<file path="config.mk">
export PLATFORM = sky130hd
export DESIGN_NAME = bram_sdp_flat
export DESIGN_NICKNAME = d
export VERILOG_FILES = /design/src/rtl/bram_pkg.sv /design/src/rtl/bram_sdp_if.sv /design/src/rtl/bram_core.sv /design/src/rtl/bram_sdp.sv /design/src/flat_wrapper.sv
export SDC_FILE = /design/constraint.sdc
export NUM_CORES = 2
export LEC_CHECK = 0
export ABC_AREA = 1
export CAP_MARGIN = 30
export CORE_ASPECT_RATIO = 1.1
export CORE_UTILIZATION = 40
export DETAILED_ROUTE_END_ITERATION = 7
export GPL_ROUTABILITY_DRIVEN = 0
export SLEW_MARGIN = 5
export SYNTH_ARGS = -nofsm -noshare
export SYNTH_HDL_FRONTEND = slang
export SYNTH_SLANG_ARGS = --single-unit
</file>
<file path="constraint.sdc">
create_clock -name clk -period 20.4 [get_ports clk]
set_input_delay 2.04 -clock clk [delete_from_list [all_inputs] [get_ports clk]]
set_output_delay 2.04 -clock clk [all_outputs]
set_load 0.01 [all_outputs]
</file>
<file path="src/rtl/bram_pkg.sv">
// Shared types and sizing helpers for the simple-dual-port table RAM.
// Holds the fill-engine state encoding and the address-width-to-depth helper.
package bram_pkg;

    typedef enum logic {
        IDLE = 1'b0,
        FILL = 1'b1
    } fill_state_e;

    localparam int unsigned DEFAULT_ADDR_WIDTH = 9;

    function automatic int unsigned depth_of(input int unsigned addr_width);
        return 32'd1 << addr_width;
    endfunction

    localparam int unsigned DEPTH = depth_of(DEFAULT_ADDR_WIDTH);

endpackage

</file>
<file path="src/rtl/bram_sdp_if.sv">
// Table-RAM bus: loader write port, lookup read port and fill control.
// master = client driving writes/reads/clear, slave = the RAM.
interface bram_sdp_if #(
    parameter int ADDR_WIDTH = 9,
    parameter int DATA_WIDTH = 8
) ();

    logic                  clear;
    logic                  busy;
    logic                  wr_en;
    logic [ADDR_WIDTH-1:0] wr_addr;
    logic [DATA_WIDTH-1:0] din;
    logic                  rd_en;
    logic [ADDR_WIDTH-1:0] rd_addr;
    logic [DATA_WIDTH-1:0] dout;
    logic                  dout_valid;

    modport master (
        output clear, wr_en, wr_addr, din, rd_en, rd_addr,
        input  busy, dout, dout_valid
    );

    modport slave (
        input  clear, wr_en, wr_addr, din, rd_en, rd_addr,
        output busy, dout, dout_valid
    );

endinterface

</file>
<file path="src/rtl/bram_core.sv">
// Inferred SDP array with a registered read port and optional write-first bypass.
// Latency 1 cycle from re_i to rdata_o; rdata_o holds between reads; no backpressure.
module bram_core
    import bram_pkg::*;
#(
    parameter int ADDR_WIDTH = 9,
    parameter int DATA_WIDTH = 8,
    parameter int BYPASS     = 1
) (
    input  logic                  clk,
    input  logic                  rst_n,
    input  logic                  we_i,
    input  logic [ADDR_WIDTH-1:0] waddr_i,
    input  logic [DATA_WIDTH-1:0] wdata_i,
    input  logic                  re_i,
    input  logic [ADDR_WIDTH-1:0] raddr_i,
    output logic [DATA_WIDTH-1:0] rdata_o
);

    localparam int unsigned DEPTH_L = depth_of(ADDR_WIDTH);

    logic [DATA_WIDTH-1:0] mem_q [DEPTH_L];
    logic [DATA_WIDTH-1:0] rdata_q;
    logic [DATA_WIDTH-1:0] rdata_d;
    logic                  same_addr;

    assign same_addr = we_i && (waddr_i == raddr_i);

    always_ff @(posedge clk) begin
        if (we_i) begin
            mem_q[waddr_i] <= wdata_i;
        end
    end

    // The array read sees pre-edge contents, so BYPASS=0 naturally returns old data.
    always_comb begin
        rdata_d = rdata_q;
        if (re_i) begin
            if ((BYPASS != 0) && same_addr) begin
                rdata_d = wdata_i;
            end else begin
                rdata_d = mem_q[raddr_i];
            end
        end
    end

    always_ff @(posedge clk) begin
        if (!rst_n) begin
            rdata_q <= '0;
        end else begin
            rdata_q <= rdata_d;
        end
    end

    assign rdata_o = rdata_q;

endmodule

</file>
<file path="src/rtl/bram_sdp.sv">
// Parametrised SDP table RAM with hardware fill engine, valid tracking and optional output stage.
// Read latency 1+OUT_REG cycles; user reads/writes are dropped (not stalled) while busy is high.
module bram_sdp
    import bram_pkg::*;
#(
    parameter int                    ADDR_WIDTH = 9,
    parameter int                    DATA_WIDTH = 8,
    parameter int                    OUT_REG    = 1,
    parameter int                    BYPASS     = 1,
    parameter logic [DATA_WIDTH-1:0] FILL_VALUE = '0
) (
    input logic       clk,
    input logic       rst_n,
    bram_sdp_if.slave bus
);

    fill_state_e           state_q;
    fill_state_e           state_d;
    logic [ADDR_WIDTH-1:0] fill_addr_q;
    logic [ADDR_WIDTH-1:0] fill_addr_d;
    logic                  busy;
    logic                  rd_acc;
    logic                  core_we;
    logic [ADDR_WIDTH-1:0] core_waddr;
    logic [DATA_WIDTH-1:0] core_wdata;
    logic [DATA_WIDTH-1:0] core_rdata;
    logic                  rd_vld_q;
    logic                  rd_vld_d;

    always_ff @(posedge clk) begin
        if (!rst_n) begin
            state_q     <= FILL;
            fill_addr_q <= '0;
        end else begin
            state_q     <= state_d;
            fill_addr_q <= fill_addr_d;
        end
    end

    // clear is only looked at in IDLE, so a request during a fill is simply lost.
    always_comb begin
        state_d     = state_q;
        fill_addr_d = fill_addr_q;
        if (state_q == FILL) begin
            fill_addr_d = fill_addr_q + ADDR_WIDTH'(1);
            if (&fill_addr_q) begin
                state_d = IDLE;
            end
        end else if (bus.clear) begin
            state_d     = FILL;
            fill_addr_d = '0;
        end
    end

    assign busy     = (state_q == FILL);
    assign bus.busy = busy;

    assign rd_acc     = bus.rd_en && !busy;
    assign core_we    = rst_n && (busy || bus.wr_en);
    assign core_waddr = busy ? fill_addr_q : bus.wr_addr;
    assign core_wdata = busy ? FILL_VALUE  : bus.din;

    bram_core #(
        .ADDR_WIDTH (ADDR_WIDTH),
        .DATA_WIDTH (DATA_WIDTH),
        .BYPASS     (BYPASS)
    ) u_core (
        .clk     (clk),
        .rst_n   (rst_n),
        .we_i    (core_we),
        .waddr_i (core_waddr),
        .wdata_i (core_wdata),
        .re_i    (rd_acc),
        .raddr_i (bus.rd_addr),
        .rdata_o (core_rdata)
    );

    assign rd_vld_d = rd_acc;

    always_ff @(posedge clk) begin
        if (!rst_n) begin
            rd_vld_q <= 1'b0;
        end else begin
            rd_vld_q <= rd_vld_d;
        end
    end

    generate
        if (OUT_REG != 0) begin : g_out_reg
            logic [DATA_WIDTH-1:0] dout_q;
            logic [DATA_WIDTH-1:0] dout_d;
            logic                  vld_q;

            // Only capture on a real read so dout holds across idle cycles.
            assign dout_d = rd_vld_q ? core_rdata : dout_q;

            always_ff @(posedge clk) begin
                if (!rst_n) begin
                    dout_q <= '0;
                    vld_q  <= 1'b0;
                end else begin
                    dout_q <= dout_d;
                    vld_q  <= rd_vld_q;
                end
            end

            assign bus.dout       = dout_q;
            assign bus.dout_valid = vld_q;
        end else begin : g_no_out_reg
            assign bus.dout       = core_rdata;
            assign bus.dout_valid = rd_vld_q;
        end
    endgenerate

endmodule

</file>
<file path="src/flat_wrapper.sv">
// flat-port wrapper written by rule: the top's interface ports become plain ports
module bram_sdp_flat import bram_pkg::*;
#(
    parameter int                    ADDR_WIDTH = 9,
    parameter int                    DATA_WIDTH = 8,
    parameter int                    OUT_REG    = 1,
    parameter int                    BYPASS     = 1,
    parameter logic [DATA_WIDTH-1:0] FILL_VALUE = '0
)
  (clk, rst_n, bus_clear, bus_wr_en, bus_wr_addr, bus_din, bus_rd_en, bus_rd_addr, bus_busy, bus_dout, bus_dout_valid);
  bram_sdp_if #(.ADDR_WIDTH(ADDR_WIDTH), .DATA_WIDTH(DATA_WIDTH)) bus_i ();
  input logic clk;
  input logic rst_n;
  input wire logic [$bits(bus_i.clear)-1:0] bus_clear;
  input wire logic [$bits(bus_i.wr_en)-1:0] bus_wr_en;
  input wire logic [$bits(bus_i.wr_addr)-1:0] bus_wr_addr;
  input wire logic [$bits(bus_i.din)-1:0] bus_din;
  input wire logic [$bits(bus_i.rd_en)-1:0] bus_rd_en;
  input wire logic [$bits(bus_i.rd_addr)-1:0] bus_rd_addr;
  output wire logic [$bits(bus_i.busy)-1:0] bus_busy;
  output wire logic [$bits(bus_i.dout)-1:0] bus_dout;
  output wire logic [$bits(bus_i.dout_valid)-1:0] bus_dout_valid;
  assign bus_i.clear = bus_clear;
  assign bus_i.wr_en = bus_wr_en;
  assign bus_i.wr_addr = bus_wr_addr;
  assign bus_i.din = bus_din;
  assign bus_i.rd_en = bus_rd_en;
  assign bus_i.rd_addr = bus_rd_addr;
  assign bus_busy = bus_i.busy;
  assign bus_dout = bus_i.dout;
  assign bus_dout_valid = bus_i.dout_valid;
  bram_sdp #(.ADDR_WIDTH(ADDR_WIDTH), .DATA_WIDTH(DATA_WIDTH), .OUT_REG(OUT_REG), .BYPASS(BYPASS), .FILL_VALUE(FILL_VALUE)) u_core (.clk(clk), .rst_n(rst_n), .bus(bus_i));
endmodule
</file>
Word-level counts from Yosys, hierarchy flattened
Memories as Yosys holds them, arrays and structs flattened. A register that Yosys moved wholly into a read port is not among the register bits.
Index checks and enable logic that the tools add are counted.
{"block": "classes", "addsub": 1, "muxes": 9, "n_reduce_logical": 7}
{"cell": "9-bit 2-to-1 mux", "n": 3}
{"cell": "9-bit by 1-bit adder with 9-bit output (second input constant)", "n": 1}
{"cell": "9-bit AND reduction", "n": 1}
{"cell": "8-bit 2-to-1 mux", "n": 1}
{"cell": "1-bit 2-to-1 mux", "n": 5}
{"cell": "1-bit logical AND", "n": 2}
{"cell": "1-bit logical NOT", "n": 2}
{"cell": "2-bit nonzero test", "n": 1}
{"cell": "1-bit logical OR", "n": 1}
{"block": "word_totals", "regBits": 20, "ramBits": 4096, "inputBits": 31, "output_inout_bits": 10, "wordCells": 23, "memories": 1}
{"memory": "u_core.u_core.mem_q", "depth": 512, "word_bits": 8, "read_ports": 1, "rd_clocked_by_memory_dff": 1, "wr": 1, "line": "bram_core.sv:22", "text": "logic [DATA_WIDTH-1:0] mem_q [DEPTH_L];"}

Depth between registers and ports, before layout
{"block": "depth", "word_depth": 4, "mapped_depth": 17, "mapped_depth_nobuf": 13}

Modules after synthesis
A second synthesis with hierarchy kept.
{"block": "hier_totals", "cells_unflattened": 14105, "hier_area_um2": 168445.3}
{"mod": "bram_core", "instances": 1, "cells_each": 13954, "area_each_um2": 167438.1, "seq_area_each_um2": 123158.1}
{"mod": "bram_sdp", "instances": 1, "cells_each": 151, "area_each_um2": 1007.2, "seq_area_each_um2": 400.4}

Least setup slack after synthesis
No wires, ideal clock.
{"block": "synth_timing", "path_type": "input port to flip-flop", "startpoint": "input port bus_din[4]", "endpoint": "memory u_core.u_core.mem_q[0][4], data pin", "setup_ns": 2.620, "t_arrival_ns": 14.003, "required_time_ns": 17.780, "path_slack_ns": 3.777, "path_stages": 2, "path_buffers": 0, "cell_sequence": "inv_1 -> nor2_1"}
{"block": "synth_between", "elab_chain_cells": 1}
{"item": "start: declaration", "line": "flat_wrapper.sv:17", "text": "input wire logic [$bits(bus_i.din)-1:0] bus_din;"}
{"item": "8-bit 2-to-1 mux", "line": "bram_sdp.sv:61", "text": "assign core_wdata = busy ? FILL_VALUE : bus.din;"}
{"item": "named net u_core.core_wdata[4]", "line": "bram_sdp.sv:25", "text": "logic [DATA_WIDTH-1:0] core_wdata;"}
{"item": "end: declaration", "line": "bram_core.sv:22"}
The timed path passes the listed nets, and every way through them passes these cells.

==> run metrics <==
Layout area overhead=10.7%; Worst Skew=0.0595 ns; Hold Path Sink=u_core.fill_addr_q[7]; headroom to the max-slew limit=14.6%; Yosys top cell by area=edfxtp_1; xor/xnor share of the synthesized area=0.0209%; status=finished clean; reg2reg end=u_core.u_core.mem_q[327][1]; Hold Path Depth=2; ranking of synthesized cells by area=edfxtp_1 (73%), nand3_1 (12%), nand2_1 (8.9%); Initial Util=40.3%; Synth Cell Area=167000 um^2; final wirelength=484000 um; Fmax=128 MHz; CP Max Fanout=171; Hold WS=0.464 ns; Die Wd=619 um; CTS Sinks=4124; simple-gate share of the synthesized area=22.1%; TritonCTS clock tree=done; initial antenna violation count=23; Worst setup SP type=input pin; minimum clock period=7.80 ns; global router's overall resource usage=22.3%; 1st-pass router iterations=6; via/cell ratio=5.59; fin area=185000 um^2; post-CTS sizing=0; Core Util, Final=44.6%; RSZ-0062 raised after global routing=no; DR DRC count=0; slew of the pin with the lowest slew margin=1.28 ns; Crit Path Class=in2reg; DRT iter0 DRCs=13363; Post-synth EDFFs=4096; Hold Vio Cnt, Final=0; CP Capture Type=flip-flop; fin cells=19556; deepest level of the CTS H-tree=5; syn nets=14058; Post-CTS Setup Repair Bufs=0; Power Density=95.2 nW/um^2; most instantiated cells after synthesis=edfxtp_1 (4096), nand2_1 (3977), nand3_1 (3904); layout cells sized above 1=5.83%; peak supply drop=0.0000762 V; post-place setup slack=11.67 ns; clock buffer count from CTS=427; register area share after synthesis=73.8%; core region area=416000 um^2; asr flop ratio synth=0%; worst reg-to-reg path cell count=7; deepest clock path buffer count=4; setup slack, reg-to-reg=15.75 ns; largest family of logic cells by synthesized area=simple AND/OR/NAND/NOR gates; Worst Path Arrival=8.71 ns; Post-Synth Adder-Cell Area=0.0149%; fin crit share=38.2%; HP Start=u_core.fill_addr_q[7]; Synth Register Bits=4124; Data required, critical path=21.31 ns; first-pass GRT wire length=705000 um; clock transition at the registers of the reported paths=0.06 ns; clock root cell=clkbuf_16; largest net degree at the start of global routing=236; Congestion Overflow GR=0; cells after synthesis=14025; Leakage Power=64.2 nW; IO Count=41; wire per inst=24.7 um; via count=109379; top_reg_cell synth=edfxtp_1; synth warn=0; R2R Path Start=u_core.bus.busy; total placed cells including tap cells=18760; number of global-route vias before repair=103818; compound-cell area share of the yosys netlist=0.863%; Max Slew Vio Count=0; DIE AREA=421000 um^2; max-cap viol count=0; Post-DRT Antenna Nets=0; synthesized area per cell=11.9 um^2; row count=248; HP Class=reg2reg; # setup viols final=0; count leader, synth=edfxtp_1; final net count=13733; top cell type's share of synthesized area=73.4%; Area after DPL=172000 um^2; port buffer count=40; total power=17.6 mW; Setup Total Neg Slack=0 ns; cts hold-fix bufs=0; Die Ht=681 um; dpl hpwl=263000 um; multiplexer share of the synthesized area=0%; Skew-Pair Late Insertion Delay=1.05 ns; fin worst setup slack=12.60 ns; Yosys cell types=34
-- worst max-delay path by stage --
stage / from / end / slack (ns) / depth (start not counted)
after CTS: bus_rd_addr[0] / u_core.u_core.rdata_o[5] / 12.69 / 19
after global routing: bus_rd_addr[0] / u_core.u_core.rdata_o[5] / 12.20 / 19
after floorplan: bus_din[4] / u_core.u_core.mem_q[0][4] / 3.78 / 2
after detailed placement: bus_rd_addr[0] / u_core.u_core.rdata_o[5] / 11.67 / 19
final: bus_rd_addr[0] / u_core.u_core.rdata_o[5] / 12.60 / 19
after global placement: bus_rd_addr[0] / u_core.u_core.rdata_o[2] / 11.69 / 19
-- flip-flops by register name, indices dropped and copies added (netlist names) --
name / count
u_core.bus.dout: 8
u_core.u_core.rdata_o: 8
u_core.fill_addr_q: 9
u_core.bus.dout_valid: 1
u_core.bus.busy: 1
u_core.u_core.mem_q: 4096
u_core.rd_vld_q: 1
-- worst max-delay path, cell delays in order --
cell	delay (ns)
buf_16	0.28
buf_4	0.71
buf_4	0.63
buf_4	0.77
buf_4	0.68
buf_12	0.71
buf_4	0.86
nand2_1	0.12
nand3_1	0.13
nand3_1	0.10
nand3_1	0.14
nand3_1	0.10
nand3_1	0.10
nand3_1	0.27
nand3_1	0.29
nand3_1	0.12
nand2_1	0.08
nand2_1	0.05
a21oi_1	0.16
-- per-layer routing --
layer | part of all wire (%) | up-vias | global-route usage, %
met5 | 0.019 | - | 0
met4 | 4.1 | 14 | 9.14
met3 | 8.2 | 933 | 3.34
met2 | 47 | 4941 | 35.9
met1 | 40 | 54122 | 30.4
li1 | - | 49369 | -
-- where the power goes --
part | total, mW | switching [mW] | internal, mW
clock network | 7.61 | 3.29 | 4.31
registers | 9.17 | 0.000986 | 9.17
logic | 0.865 | 0.648 | 0.218
total | 17.6 | 3.94 | 13.7
-- cells in the final DEF (no fill, tap or decap), types with 16 or more instances in the layout --
cell type / synthesis / final
o21ai_0: 121 / 121
clkinv_2: 0 / 70
clkbuf_16: 0 / 432
nand2_4: 0 / 16
o22ai_1: 50 / 50
clkinv_1: 5 / 97
o21ai_1: 41 / 41
inv_1: 72 / 70
nand2_1: 3977 / 3961
nand3_1: 3904 / 3904
bufinv_16: 0 / 33
buf_4: 108 / 163
nor2_1: 656 / 644
clkdlybuf4s50_1: 0 / 33
a21oi_1: 53 / 53
buf_12: 1 / 23
clkbuf_1: 291 / 109
edfxtp_1: 4096 / 4096
dfxtp_1: 28 / 28
-- area by class of cell --
| type | count | area (um^2) |
|---|---|---|
| tap | 5500 | 6880 |
| fill | 37480 | 230000 |
| clock buffer | 544 | 11300 |
| timing repair buffer | 239 | 2400 |
| clock inverter | 231 | 2160 |
| multi-input combinational | 8826 | 38700 |
| antenna | 10 | 25.0 |
| sequential | 4124 | 124000 |
| inverter | 82 | 364 |
-- logic make-up after synthesis --
kind of cell	Yosys count
AND/OR/NAND/NOR	8548
flip-flops	4124
adder cells (fa/ha/maj)	2
AO/OA/AOI/OAI	272
XOR/XNOR	4
buffers and inverters	1075
(Power assumes the default switching activity.)
